===== src/rtl/motor_dense_serial_relu_in_if.sv =====
// Activation, weight-ROM and result signals of the serial dense stage.
// Handshakes: a transfer happens on a rising edge where valid && ready; the source holds data while valid && !ready.
interface motor_dense_serial_relu_in_if #(
    parameter int N_IN  = 8,
    parameter int N_OUT = 4
) ();
    localparam int AW = (N_IN > 1) ? $clog2(N_IN) : 1;

    logic                 x_valid;
    logic                 x_ready;
    logic [14:0]          x_data;
    logic [AW-1:0]        w_addr;
    logic [N_OUT*16-1:0]  w_data;
    logic [N_OUT*16-1:0]  b_data;
    logic                 y_valid;
    logic                 y_ready;
    logic [N_OUT*16-1:0]  y_data;

    modport slave (
        input  x_valid, x_data, w_data, b_data, y_ready,
        output x_ready, w_addr, y_valid, y_data
    );

    modport master (
        output x_valid, x_data, w_data, b_data, y_ready,
        input  x_ready, w_addr, y_valid, y_data
    );
endinterface


===== src/rtl/motor_dense_serial_relu_in.sv =====
// Serial dense layer: one ufixed<15,6> activation per cycle times a weight row, N_OUT lanes accumulated in parallel.
// Results are acc[24:9] of each lane (ap_fixed<16,7>, floor and wrap) presented as one vector.
module motor_dense_serial_relu_in #(
    parameter int N_IN  = 8,
    parameter int N_OUT = 4,
    parameter int ACC_W = 40
) (
    input  logic                          ap_clk,
    input  logic                          ap_rst_n,
    motor_dense_serial_relu_in_if.slave   bus,
    output logic [1:0]                    o_dbg_state
);
    localparam int AW = (N_IN > 1) ? $clog2(N_IN) : 1;

    localparam logic [1:0] ST_LOAD = 2'd0;
    localparam logic [1:0] ST_ACC  = 2'd1;
    localparam logic [1:0] ST_OUT  = 2'd2;

    logic [1:0]              r_state;
    logic                    r_armed;
    logic [AW-1:0]           r_idx;
    logic signed [ACC_W-1:0] r_acc [N_OUT];

    logic signed [ACC_W-1:0] w_bias_ext [N_OUT];
    logic signed [ACC_W-1:0] w_prod_ext [N_OUT];
    logic                    w_accept;
    logic                    w_last;

    assign w_accept     = (r_state == ST_ACC) && bus.x_valid;
    assign w_last       = (r_idx == AW'(N_IN - 1));
    assign bus.x_ready  = (r_state == ST_ACC);
    assign bus.y_valid  = (r_state == ST_OUT);
    assign bus.w_addr   = r_idx;
    assign o_dbg_state  = r_state;

    genvar j;
    generate
        for (j = 0; j < N_OUT; j++) begin : g_lane
            logic signed [15:0] w_b;
            logic signed [15:0] w_w;
            logic signed [16:0] w_x;
            logic signed [32:0] w_p;

            assign w_b = bus.b_data[16*j +: 16];
            assign w_w = bus.w_data[16*j +: 16];
            // Activation is unsigned; a zero sign bit makes the 17x16 product signed-correct.
            assign w_x = {1'b0, bus.x_data};
            assign w_p = w_x * w_w;

            assign w_bias_ext[j] = {{(ACC_W-25){w_b[15]}}, w_b, 9'd0};
            assign w_prod_ext[j] = {{(ACC_W-33){w_p[32]}}, w_p};
            assign bus.y_data[16*j +: 16] = r_acc[j][24:9];
        end
    endgenerate

    // r_armed holds LOAD for one extra edge after reset release so the bias load lands on the 2nd edge.
    always_ff @(posedge ap_clk or negedge ap_rst_n) begin
        if (!ap_rst_n) begin
            r_state <= ST_LOAD;
            r_armed <= 1'b0;
            r_idx   <= '0;
            for (int k = 0; k < N_OUT; k++) r_acc[k] <= '0;
        end else begin
            r_armed <= 1'b1;
            case (r_state)
                ST_LOAD: begin
                    if (r_armed) begin
                        for (int k = 0; k < N_OUT; k++) r_acc[k] <= w_bias_ext[k];
                        r_idx   <= '0;
                        r_state <= ST_ACC;
                    end
                end
                ST_ACC: begin
                    if (w_accept) begin
                        for (int k = 0; k < N_OUT; k++) r_acc[k] <= r_acc[k] + w_prod_ext[k];
                        if (w_last) begin
                            r_idx   <= '0;
                            r_state <= ST_OUT;
                        end else begin
                            r_idx <= r_idx + AW'(1);
                        end
                    end
                end
                ST_OUT: begin
                    // Bias reload on the handshake lets the next vector start without a LOAD cycle.
                    if (bus.y_ready) begin
                        for (int k = 0; k < N_OUT; k++) r_acc[k] <= w_bias_ext[k];
                        r_state <= ST_ACC;
                    end
                end
                default: r_state <= ST_LOAD;
            endcase
        end
    end
endmodule


===== src/flat_wrapper.sv =====
// flat-port wrapper written by rule: the top's interface ports become plain ports
module motor_dense_serial_relu_in_flat 
#(
    parameter int N_IN  = 8,
    parameter int N_OUT = 4,
    parameter int ACC_W = 40
)
  (ap_clk, ap_rst_n, o_dbg_state, bus_x_valid, bus_x_data, bus_w_data, bus_b_data, bus_y_ready, bus_x_ready, bus_w_addr, bus_y_valid, bus_y_data);
  motor_dense_serial_relu_in_if #(.N_IN(N_IN), .N_OUT(N_OUT)) bus_i ();
  input  logic ap_clk;
  input  logic ap_rst_n;
  output logic [1:0] o_dbg_state;
  input wire logic [$bits(bus_i.x_valid)-1:0] bus_x_valid;
  input wire logic [$bits(bus_i.x_data)-1:0] bus_x_data;
  input wire logic [$bits(bus_i.w_data)-1:0] bus_w_data;
  input wire logic [$bits(bus_i.b_data)-1:0] bus_b_data;
  input wire logic [$bits(bus_i.y_ready)-1:0] bus_y_ready;
  output wire logic [$bits(bus_i.x_ready)-1:0] bus_x_ready;
  output wire logic [$bits(bus_i.w_addr)-1:0] bus_w_addr;
  output wire logic [$bits(bus_i.y_valid)-1:0] bus_y_valid;
  output wire logic [$bits(bus_i.y_data)-1:0] bus_y_data;
  assign bus_i.x_valid = bus_x_valid;
  assign bus_i.x_data = bus_x_data;
  assign bus_i.w_data = bus_w_data;
  assign bus_i.b_data = bus_b_data;
  assign bus_i.y_ready = bus_y_ready;
  assign bus_x_ready = bus_i.x_ready;
  assign bus_w_addr = bus_i.w_addr;
  assign bus_y_valid = bus_i.y_valid;
  assign bus_y_data = bus_i.y_data;
  motor_dense_serial_relu_in #(.N_IN(N_IN), .N_OUT(N_OUT), .ACC_W(ACC_W)) u_core (.ap_clk(ap_clk), .ap_rst_n(ap_rst_n), .bus(bus_i), .o_dbg_state(o_dbg_state));
endmodule

===== config.mk =====
export PLATFORM = sky130hd
export DESIGN_NAME = motor_dense_serial_relu_in_flat
export DESIGN_NICKNAME = d
export VERILOG_FILES = /design/src/rtl/motor_dense_serial_relu_in_if.sv /design/src/rtl/motor_dense_serial_relu_in.sv /design/src/flat_wrapper.sv
export SDC_FILE = /design/constraint.sdc
export NUM_CORES = 2
export LEC_CHECK = 0
export ABC_CLOCK_PERIOD_IN_PS = 4700
export CELL_PAD_IN_SITES_DETAIL_PLACEMENT = 0
export CELL_PAD_IN_SITES_GLOBAL_PLACEMENT = 1
export CORE_MARGIN = 2
export CORE_UTILIZATION = 35
export DETAILED_ROUTE_END_ITERATION = 16
export HOLD_SLACK_MARGIN = 0.05
export PLACE_DENSITY_LB_ADDON = 0.1
export SETUP_SLACK_MARGIN = 0.15
export SYNTH_ARGS = -nofsm -noshare
export SYNTH_HDL_FRONTEND = slang
export SYNTH_SLANG_ARGS = --single-unit
export TNS_END_PERCENT = 50

===== constraint.sdc =====
create_clock -name ap_clk -period 4.7 [get_ports ap_clk]
set_input_delay 1.175 -clock ap_clk [delete_from_list [all_inputs] [get_ports ap_clk]]
set_output_delay 1.175 -clock ap_clk [all_outputs]
set_load 0.05 [all_outputs]

==> results by group <==
Placed design
  – Placed cell area: 44800 µm²
  – IO Port Bufs: 217
  – Cells after DPL: 6151
  – Detail Placement HPWL: 96200 µm
  – GP Congestion: 0.823

Logic synthesis
  – Asr flop ratio synth: 100%
  – Sequential share of the synthesized area: 7.14%
  – Post-Syn Nets: 5527
  – Seq cells post-synth: 106
  – Cell count after synthesis: 4258
  – Top-count cell post-synth: inv_1
  – Synth Area per Inst: 8.72 µm²
  – Post-synth cell types: 78
  – Synth Flop Type: dfrtp_1
  – Synth cell count leaders: inv_1, fa_1, nand2_1
  – Synth top area cells: fa_1, ha_1, inv_1, and2_1, dfrtp_1
  – Top cell type's share of synthesized area: 41.4%
  – Synthesis warning total: 0
  – Yosys top cell by area: fa_1
  – Post-synth EDFFs: 0
  – Synthesized cell area: 37100 µm²

Global routing
  – Total gr overflow: 0
  – Gr usage total: 23.0%
  – First-pass GRT wire length: 188000 µm
  – Initial antenna violation count: 12
  – Vias in the first global route: 31845
  – Largest net degree at the start of global routing: 72

Detailed routing
  – Routed WL: 120000 µm
  – Antenna Violating Nets Remaining: 0
  – First DRT Iteration DRCs: 1137
  – DRT Pass-1 Iters: 5
  – DR vias/cell: 4.63
  – Wirelength per Cell: 19.0 µm
  – Post-route DRC: 0
  – Vias: 29199

Critical path
  – Crit path kind: input port to flip-flop
  – Nature of the critical path endpoint: flip-flop
  – Critical path peak fanout: 6
  – CP required: 5010 ps
  – Critical path arrival: 6760 ps
  – Kind of start point of the critical path: input port

Timing
  – Slew Limit Fails: 0
  – Fin crit share: 137%
  – Achievable Freq: 0.155 GHz
  – Final WS setup: -1740 ps
  – Worst-Margin Slew: 732 ps
  – Slew HR: 51.0%
  – Final setup viols: 75
  – Final Skew: 22.9 ps
  – Unrepaired setup endpoints after global routing: yes
  – Hold Vio Cnt, Final: 0
  – Final TNS setup: -90710 ps
  – Tmin final: 6440 ps

Floorplanning
  – Core box area: 105000 µm²
  – Die area: 109000 µm²
  – Chip width: 330 µm
  – Row count: 119
  – Chip height: 330 µm
  – Io pins: 218
  – Initial Util: 35.3%

Job
  – Max Cap Violations: 0

Min path
  – Hold WC Path Type: flip-flop to flip-flop

CTS
  – CTS Root Cell: clkbuf_16
  – Clk slew on worst S/H paths: 100 ps
  – Total CTS buffers: 9
  – Clk_lat worst skew: 460 ps
  – Hold buffer count at CTS: 0
  – CTS H-tree depth: 3
  – CTS tree: done
  – CTS Buffer Depth: 2
  – CTS Sinks: 106

Finish
  – Finished Cell Area: 48700 µm²
  – Final-stage net count: 6180
  – Layout cells sized above 1: 22.9%
  – Cell Count, Final, Fillers Out: 6311
  – Area Growth Syn to Fin: 31.1%

Status
  – Failing checks: negative setup slack
  – Run status: complete, but fails checks
## state kept, by name, indices dropped and copies added, names as in the netlist
register,cells
u_core.bus.y_data,64
u_core.r_acc,36
u_core.bus.w_addr,3
u_core.o_dbg_state,2
u_core.r_armed,1
## critical path: stages
cell and delay [ps]:
buf_12 110, buf_12 130, buf_12 130, buf_12 140
and2_4 140, fa_1 540, inv_1 50, fa_2 530
fa_1 430, fa_1 520, inv_1 60, fa_1 500
inv_2 40, fa_1 490, inv_2 50, ha_4 210
and2_4 150, a211o_1 290, o21ai_2 190, o2111ai_4 210
a31oi_2 200, o21ai_1 110, xnor2_1 170, buf_4 140
a21oi_2 40
## cells by family (layout without fill, tap and decap cells)
kind of cell | count (synthesis) | count (layout) | synth area share, %
xor+xnor | 115 | 115 | 2.71
simple gates | 1269 | 1269 | 17.0
fa+ha+maj | 1122 | 1122 | 53.3
buf+inv | 1324 | 1982 | 14.2
flops | 106 | 106 | 7.14
other cells | 1 | 5 | 0.0101
mux | 8 | 8 | 0.216
compound gates | 313 | 313 | 5.44
## final timing paths
path                                       from                     to  slack (ps)  depth (start not counted)
max                               bus_x_data[7]  u_core.bus.y_data[45]       -1740                         25
min                            u_core.r_acc[80]       u_core.r_acc[80]         480                          2
max reg2reg                u_core.bus.y_data[1]  u_core.bus.y_data[14]        -430                         16
min reg2reg                    u_core.r_acc[80]       u_core.r_acc[80]         480                          2
max in group asynchronous              ap_rst_n   u_core.bus.y_data[9]        2970                          2
min in group asynchronous              ap_rst_n  u_core.bus.y_data[42]         730                          1
## layout by cell type, fill, tap and decap left out, types with 11 or more instances in the layout
cell type / instances
inv_1: 1015
fa_1: 726
buf_4: 532
nand2_1: 525
and2_1: 415
ha_1: 296
clkdlybuf4s50_1: 139
dfrtp_1: 106
buf_6: 84
xnor2_1: 78
nor2_1: 70
buf_12: 65
a21oi_1: 55
ha_4: 47
and2_4: 45
inv_2: 45
fa_2: 42
nand3_1: 35
a21oi_2: 32
dlygate4sd2_1: 30
nand2b_1: 26
xor2_1: 26
o21ai_0: 25
a21o_1: 25
o21ai_1: 24
nor2b_1: 23
nand2_2: 22
and3_1: 19
a31oi_1: 17
nor3_1: 15
o21a_1: 12
ha_2: 11
clkbuf_16: 11
clkdlybuf4s15_2: 11
## per-layer routing
metal  global-route usage [%]  share of wire, %
met5                        0             0.022
met3                     2.63               3.6
met1                     32.4                47
met4                     4.53               1.7
met2                     38.2                48
## timing repair
item                                    CTS  global route
cloned                                   17             2
resized for setup                       486           163
endpoints found under the hold margin     0             0
setup buffers                            95            27
pin swaps                               219           140
endpoints found under the setup margin   81            82
## cell type report
cell class	instances	area, µm²
Clock buffer	9	225
Multi-Input combinational cell	2828	31200
Antenna cell	4	10.0
Tap cell	1391	1740
Clock inverter	7	72.6
Inverter	1061	3980
Fill cell	10434	56600
Sequential cell	106	2650
Timing Repair Buffer	905	8790
## metrics by stage
step / setup WS [ps] / util (%) / hold WS [ps]
floorplan: -1820 / - / 445
global placement: -2650 / 42.5 / 460
detailed placement: -2640 / 42.5 / 466
CTS: -1790 / 45.4 / 487
global route: -1950 / 46.2 / 518
finish: -1740 / 46.2 / 481
Power is not shown: default switching activity piles up to over one toggle a cycle in this logic, so the estimate is an artifact.
